--- src/rtl/demux_pkg.sv ---
// Shared constants and helpers for the registered 1-to-N stream demultiplexer.
package demux_pkg;

   localparam int DEF_WIDTH = 8;
   localparam int DEF_NCH   = 8;

   function automatic int clog2(input int n);
      int r = 0;
      for (int b = 0; b < 31; b++) begin
         if ((1 << b) < n) r = b + 1;
      end
      return r;
   endfunction

   // Channel k's data occupies [k*w +: w] of the packed output bus.
   function automatic int slice_lo(input int k, input int w);
      return k * w;
   endfunction

endpackage

--- src/rtl/demux_slot.sv ---
// One channel slot: a data register plus valid flag, loaded by the router and drained by its consumer.
module demux_slot #(
   parameter int WIDTH = 8
) (
   input  logic             clk,
   input  logic             rst,
   input  logic             load,
   input  logic [WIDTH-1:0] din,
   input  logic             ready,
   output logic [WIDTH-1:0] dout,
   output logic             valid
);

   logic [WIDTH-1:0] data_p1;
   logic             vld_p1;

   // Stage p1: data is kept after a drain; only the flag clears.
   always_ff @(posedge clk or posedge rst) begin
      if (rst) begin
         data_p1 <= '0;
         vld_p1  <= 1'b0;
      end else if (load) begin
         data_p1 <= din;
         vld_p1  <= 1'b1;
      end else if (vld_p1 && ready) begin
         vld_p1  <= 1'b0;
      end
   end

   assign dout  = data_p1;
   assign valid = vld_p1;

endmodule

--- src/rtl/demux_stream_1ton.sv ---
// Registered 1-to-NCH stream demux with per-channel valid/ready back-pressure.
// Optional broadcast input i_bcast is enabled by defining DEMUX_BCAST_EN.
module demux_stream_1ton
   import demux_pkg::*;
#(
   parameter  int WIDTH = DEF_WIDTH,
   parameter  int NCH   = DEF_NCH,
   localparam int SNUM  = clog2(NCH)
) (
   input  logic                 clk,
   input  logic                 rst,
   input  logic [WIDTH-1:0]     i,
   input  logic [SNUM-1:0]      sel,
   input  logic                 i_valid,
   output logic                 i_ready,
   output logic [NCH*WIDTH-1:0] o,
   output logic [NCH-1:0]       o_valid,
   input  logic [NCH-1:0]       o_ready,
   output logic                 err
`ifdef DEMUX_BCAST_EN
   ,
   input  logic                 i_bcast
`endif
);

   localparam int SPAN = 1 << SNUM;

   logic            bcast;
   logic            in_range;
   logic            accept;
   logic [NCH-1:0]  slot_free;
   logic [NCH-1:0]  load;
   logic [SPAN-1:0] free_ext;

`ifdef DEMUX_BCAST_EN
   assign bcast = i_bcast;
`else
   assign bcast = 1'b0;
`endif

   assign slot_free = ~o_valid | o_ready;

   generate
      if (SPAN == NCH) begin : g_pow2
         assign in_range = 1'b1;
      end else begin : g_npow2
         assign in_range = ({1'b0, sel} < (SNUM + 1)'(NCH));
      end
   endgenerate

   // Pad to the full select span so out-of-range indices never address past the vector.
   always_comb begin
      free_ext            = '0;
      free_ext[NCH-1:0]   = slot_free;
   end

   always_comb begin
      i_ready = 1'b0;
      if (rst)           i_ready = 1'b0;
      else if (bcast)    i_ready = &slot_free;
      else if (in_range) i_ready = free_ext[sel];
      else               i_ready = 1'b1;
   end

   assign accept = i_valid & i_ready;

   generate
      for (genvar k = 0; k < NCH; k++) begin : g_ch
         assign load[k] = accept & (bcast | (in_range & (sel == SNUM'(k))));

         demux_slot #(.WIDTH(WIDTH)) u_slot (
            .clk   (clk),
            .rst   (rst),
            .load  (load[k]),
            .din   (i),
            .ready (o_ready[k]),
            .dout  (o[slice_lo(k, WIDTH) +: WIDTH]),
            .valid (o_valid[k])
         );
      end
   endgenerate

   // Stage p1: discarded out-of-range words flag a single-cycle error.
   always_ff @(posedge clk or posedge rst) begin
      if (rst) err <= 1'b0;
      else     err <= accept & ~bcast & ~in_range;
   end

endmodule

--- config.mk ---
export PLATFORM = sky130hd
export DESIGN_NAME = demux_stream_1ton
export DESIGN_NICKNAME = d
export VERILOG_FILES = /design/src/rtl/demux_pkg.sv /design/src/rtl/demux_slot.sv /design/src/rtl/demux_stream_1ton.sv
export SDC_FILE = /design/constraint.sdc
export NUM_CORES = 1
export LEC_CHECK = 0
export CORE_MARGIN = 8
export CORE_UTILIZATION = 49
export DETAILED_ROUTE_END_ITERATION = 8
export PLACE_DENSITY_LB_ADDON = 0.08
export SYNTH_ARGS = -nofsm -noshare
export SYNTH_HDL_FRONTEND = slang
export SYNTH_SLANG_ARGS = --single-unit
--- constraint.sdc ---
create_clock -name clk -period 6.2 [get_ports clk]
set_clock_uncertainty 0.05 [all_clocks]
set_input_delay 1.24 -clock clk [delete_from_list [all_inputs] [get_ports clk]]
set_output_delay 1.24 -clock clk [all_outputs]
set_load 0.02 [all_outputs]
==> flow_metrics.tcl, run 1 <==
set metrics [dict create \
    max_freq_mhz 213 \
    path_clk_slew_ps 70 \
    stdcell_area_um2 4120 \
    powerDensity_nw_per_um2 368 \
    rows 28 \
    ios 96 \
    overflow 0 \
    relSlewSlack_pct 41.6 \
    path_buf_inv 2 \
    yosys_warnings 0 \
    synthAdderAreaFrac_pct 0 \
    drive_above_1_share_pct 28.6 \
    wl_per_cell_um 18.9 \
    period_needed_ps 4700 \
    vias_per_cell 5.26 \
    yosys.area.top_type "dfrtp_1" \
    netlist_instances 196 \
    cp_slowest_cell "clkdlybuf4s50_1" \
    syn_area_um2 2930 \
    start_kind "primary input" \
    cts_setup_buffers 0 \
    start_util_pct 50.1 \
    hold_class "reg2reg" \
    grt_usage_pct 16.4 \
    setup_viol 0 \
    cts-root-buf "clkbuf_8" \
    ys_ff_latch 72 \
    grt_pass1_vias 2028 \
    final_max_slew_viol_count 0 \
    die_area_um2 8710 \
    regArea_um2 1800 \
    yosysSeqAreaShare_pct 61.5 \
    cts_sinks 72 \
    first_pass_iters 4 \
    post-dp-hpwl_mm 5.00 \
    leakage_nw 1.81 \
    synth-compound-area-share_pct 2.52 \
    ir_drop_mv 0.295 \
    synth_top_family_by_area "multiplexers" \
    clk_latency_ps 330 \
    ys_types 29 \
    yosysTopAreaCellShare_pct 61.5 \
    synth.area.top_cells "dfrtp_1 (61%), mux2_2 (25%), buf_4 (2.3%)" \
    synth_fp_nets 218 \
    synth_most_common_cell "dfrtp_1" \
    numPlacedInstances 353 \
    final_core_util_pct 70.4 \
    tightest_slew_ps 876 \
    synth_xor_area_share_pct 0 \
    drtIter0Drc 54 \
    h-tree-depth 3 \
    hold_slack_ps 457 \
    core-area_um2 5850 \
    chipWidth_um 93.4 \
    holdBufCountCts 0 \
    finalNonFillerCells 369 \
    io_buffers 94 \
    synth_mux_area_share_pct 24.6 \
    synth.top_cells.by_count "dfrtp_1 (72), mux2_2 (64), buf_4 (9), nand2_1 (7), nand2b_1 (7)" \
    crit_path_end_kind "primary output" \
    num-fill-cells 421 \
    required_ps 4910 \
    cts_resized 0 \
    worst_path_most_repeated_cell "clkdlybuf4s50_1" \
    wirelength_mm 6.97 \
    async_reset_ff_share_pct 100 \
    multi_input_area_um2 1030 \
    cts_buffer_depth 2 \
    tns_ps 0 \
    rsz0062_at_grt "false" \
    crit_type "in2out" \
    path_delay_family "buffers and inverters" \
    path_cells "clkdlybuf4s50_1, and4b_1, a2111oi_0, a22o_1, clkdlybuf4s50_1" \
    outcome "finished clean" \
    hold_viol_final 0 \
    yosys.area_share.simple_pct 7.85 \
    vias 1941 \
    route.detailed.drc 0 \
    grt_max_degree 73 \
    maxCapViolations 0 \
    area_growth_pct 40.5 \
    insertedDiodeCount 0 \
    min_period_over_period_pct 75.8 \
    die_y_um 93.4 \
    cts_tree "done" \
    cts_buffers 9 \
    globalplace.congestion 0.873 \
    crit_fanout 13 \
    nets 311 \
    grt_first_pass_wirelength_mm 11.0 \
    critPathMaxStageDelay_ps 660 \
    synth_edf_count 0 \
    grt_antenna_before_repair 0 \
    avgSynthCellArea_um2 15.0 \
    critical_path_arrival_ps 3410 \
    post_dp_cell_area_um2 3890 \
    synth_top_flop_cell "dfrtp_1" \
    ant_nets 0 \
]
path summary, 6_finish.rpt:
kind                                     endpoint                    from  cells after the start  slack, ps
min in group asynchronous    g_ch[5].u_slot.valid                     rst                      3       1600
max reg2reg                g_ch[0].u_slot.dout[7]    g_ch[0].u_slot.valid                      3       4550
min reg2reg                g_ch[4].u_slot.dout[0]  g_ch[4].u_slot.dout[0]                      1        460
min                        g_ch[4].u_slot.dout[0]  g_ch[4].u_slot.dout[0]                      1        460
max                                       i_ready                  sel[0]                      5       1500
max in group asynchronous    g_ch[0].u_slot.valid                     rst                      3       3920
area by class of cell:
cell class	instances	area share [%]
inverters	4	0.365
well taps	75	2.28
clock inverters	5	1.91
clock buffers	11	3.68
flip-flops and latches	72	43.8
multi-input cells	107	25.0
repair buffers	95	23.0
cell families (layout without fill, tap and decap cells):
family          after synthesis  count (layout)
buf+inv                      17             115
compound gates                9               9
flops                        72              72
simple gates                 33              33
other cells                   1               1
mux                          64              64
state kept, by name (all words and copies together), names as in the netlist:
signal             count
g_ch.u_slot.valid      8
g_ch.u_slot.dout      64
cells in the final DEF, fill, tap and decap left out:
master / Yosys / layout
clkinv_2: 0 / 2
nor4b_1: 1 / 1
o2111a_1: 1 / 1
clkinv_4: 0 / 1
a2111oi_0: 1 / 1
a311oi_1: 1 / 1
a22o_1: 1 / 1
nor3b_4: 1 / 1
inv_1: 4 / 3
nor2b_1: 4 / 4
and3b_1: 2 / 2
nand2b_1: 7 / 7
a32oi_1: 1 / 1
nand2_1: 7 / 7
clkdlybuf4s50_1: 0 / 94
o21bai_1: 1 / 1
o21ai_0: 1 / 1
buf_4: 9 / 1
conb_1: 1 / 1
inv_2: 0 / 1
nand4_1: 1 / 1
and4b_1: 1 / 1
a21o_1: 2 / 2
nand4b_1: 2 / 2
nor2_1: 1 / 1
mux2_2: 64 / 64
bufinv_16: 0 / 2
nor3b_1: 1 / 1
dfrtp_1: 72 / 72
nand3_1: 3 / 3
and3_1: 1 / 1
clkbuf_8: 0 / 11
nor4b_4: 1 / 1
through the flow:
step,setup slack (ps),power [mW]
after floorplan,2660,0.857
after global placement,1580,1.11
after detailed placement,1490,1.12
after CTS,1490,1.53
after global routing,1320,1.58
final,1500,1.51
report_power, final:
group	switching, mW	total, mW	internal (mW)
registers	0.0531	0.622	0.569
logic	0.226	0.480	0.254
clock network	0.164	0.412	0.248
per-layer routing:
metal  track usage (%)  wire, um  vias up
li1                  -         -      866
met1              20.3      2950     1001
met2              25.9      3410       65
met3              5.45       501        9
met4              6.85       104        0
met5                 0         0        -
Note: power is estimated with default switching activity, not from simulation.
==> run 2: changes to the inputs <==
- CORE_UTILIZATION: 49 -> 41
- clock period: 6.2 -> 4.1 ns (I/O delays scaled with it)
==> run 2 against run 1 <==
Compared with the run above:
- first-iteration DRC count shrank 15%
- non-clock buffer count grew 3
- critical path type unchanged
- setup slack lost 1100 ps
- clock power grew 28%
- critical path depth grew 1
- total power grew 45%
- register-to-register slack lost 2100 ps
- sequential power grew 51%
- die area grew 16%
- highest routed layer unchanged
- largest cell class unchanged
- combinational power grew 51%
- count of clock-buffer cells in the layout grew 2
==> flow_metrics.tcl, run 2 (synthesis gave the netlist of run 1 again) <==
set metrics [dict create \
    cts_sinks 72 \
    tightest_slew_ps 615 \
    ant_nets 0 \
    cts_tree "done" \
    grt_pass1_vias 2164 \
    drtIter0Drc 46 \
    area_growth_pct 40.6 \
    vias_per_cell 4.84 \
    hold_class "reg2reg" \
    hold_depth 1 \
    critical_path_arrival_ps 2790 \
    stdcell_area_um2 4120 \
    reg2reg_from "g_ch[0].u_slot.valid" \
    insertedDiodeCount 0 \
    min_period_over_period_pct 89.3 \
    path_cells "clkdlybuf4s50_1, buf_4, nor2b_1, a311oi_1, a22o_1, clkdlybuf4s50_1" \
    tns_ps 0 \
    final_cell_mix "clkdlybuf4s50_1 (94), dfrtp_1 (72), mux2_2 (64), clkbuf_8 (9)" \
    cts-root-buf "clkbuf_8" \
    finalPower_mw 2.19 \
    vias 1918 \
    worstHoldStart "g_ch[5].u_slot.dout[0]" \
    outcome "finished clean" \
    nets 314 \
    ff2ff_setup_slack_ps 2440 \
    hold_end "g_ch[5].u_slot.dout[0]" \
    chipWidth_um 101 \
    globalplace.congestion 0.829 \
    largest_reg_flops 64 \
    wl_per_cell_um 18.1 \
    cts_buffer_depth 2 \
    first_pass_iters 4 \
    grt_max_degree 29 \
    holdBufCountCts 0 \
    worst_r2r_endpoint "g_ch[0].u_slot.dout[6]" \
    cp_slowest_cell "clkdlybuf4s50_1" \
    worstRegToRegCells 3 \
    path_clk_slew_ps 70 \
    crit_type "in2out" \
    critPathMaxStageDelay_ps 600 \
    post_dp_cell_area_um2 3940 \
    worst_path_most_repeated_cell "clkdlybuf4s50_1" \
    cts_setup_buffers 0 \
    start_util_pct 41.3 \
    die_area_um2 10100 \
    max_freq_mhz 273 \
    h-tree-depth 3 \
    io_buffers 94 \
    finalNonFillerCells 396 \
    rsz0062_at_grt "false" \
    grt_usage_pct 15.0 \
    post-dp-hpwl_mm 5.34 \
    final_max_slew_viol_count 0 \
    ios 96 \
    leakage_nw 1.79 \
    pre_cts_ws_ps 450 \
    final_common_cell "clkdlybuf4s50_1" \
    powerDensity_nw_per_um2 532 \
    wirelength_mm 7.19 \
    grt_first_pass_wirelength_mm 11.5 \
    maxCapViolations 0 \
    setup_slack_ps 440 \
    numPlacedInstances 380 \
    cts_buffers 9 \
    cts_resized 0 \
    core-area_um2 7100 \
    clk_latency_ps 330 \
    required_ps 3230 \
    period_needed_ps 3660 \
    rows 31 \
    route.detailed.drc 0 \
    relSlewSlack_pct 59.0 \
    overflow 0 \
    ir_drop_mv 0.305 \
    start_kind "primary input" \
    crit_path_end_kind "primary output" \
    hold_viol_final 0 \
    crit_fanout 7 \
    num-fill-cells 613 \
    drive_above_1_share_pct 27.9 \
    grt_antenna_before_repair 0 \
    die_y_um 101 \
    setup_viol 0 \
]
run 2: cell types whose count changed in the layout (fill, tap and decap cells not counted), sizes merged:
cell / delta
buf: +3
clkbuf: +2
clkinv: -2
bufinv: -1
clkinvlp: +1
run 2: metal layers:
layer  wire length (um)  track usage, %  part of all wire (%)  vias to the layer above
li1                   -               -                     -                      879
met1               3000            17.5                    42                      966
met2               3510            24.0                    49                       61
met3                529            5.46                   7.4                       12
met4                142            6.98                   2.0                        0
met5                  0               0                     0                        -
run 2: cell type report:
type | instances | area (um^2) | area share [%]
flip-flops and latches | 72 | 1800 | 43.7
inverters | 4 | 15.0 | 0.364
repair buffers | 98 | 971 | 23.6
clock inverters | 3 | 42.5 | 1.03
multi-input cells | 107 | 1030 | 25.0
clock buffers | 13 | 139 | 3.37
well taps | 99 | 124 | 3.01
run 2: worst max-delay path by stage:
| stage | start | end | slack (ps) | depth (start not counted) |
|---|---|---|---|---|
| after floorplan | sel[0] | i_ready | 1400 | 4 |
| after global placement | sel[0] | i_ready | 450 | 5 |
| after detailed placement | sel[0] | i_ready | 450 | 6 |
| after CTS | sel[0] | i_ready | 450 | 6 |
| after global routing | sel[0] | i_ready | 330 | 6 |
| final | sel[0] | i_ready | 440 | 6 |
run 2: per-stage QoR:
stage / utilization, % / hold WS (ps)
2_1_floorplan: - / 431
3_3_place_gp: 55.5 / 436
3_5_place_dp: 55.5 / 444
4_1_cts: 58.1 / 461
5_1_grt: 58.1 / 479
6_report: 58.1 / 458
run 2: critical path: cells and delay by family:
kind            cells  cell delay [ps]
buf+inv             3             1350
compound gates      2              460
simple gates        1              160
run 2: power by group:
group	switching [mW]	internal (mW)	total [mW]
Sequential	0.0812	0.861	0.942
Clock	0.247	0.282	0.529
Combinational	0.338	0.385	0.723
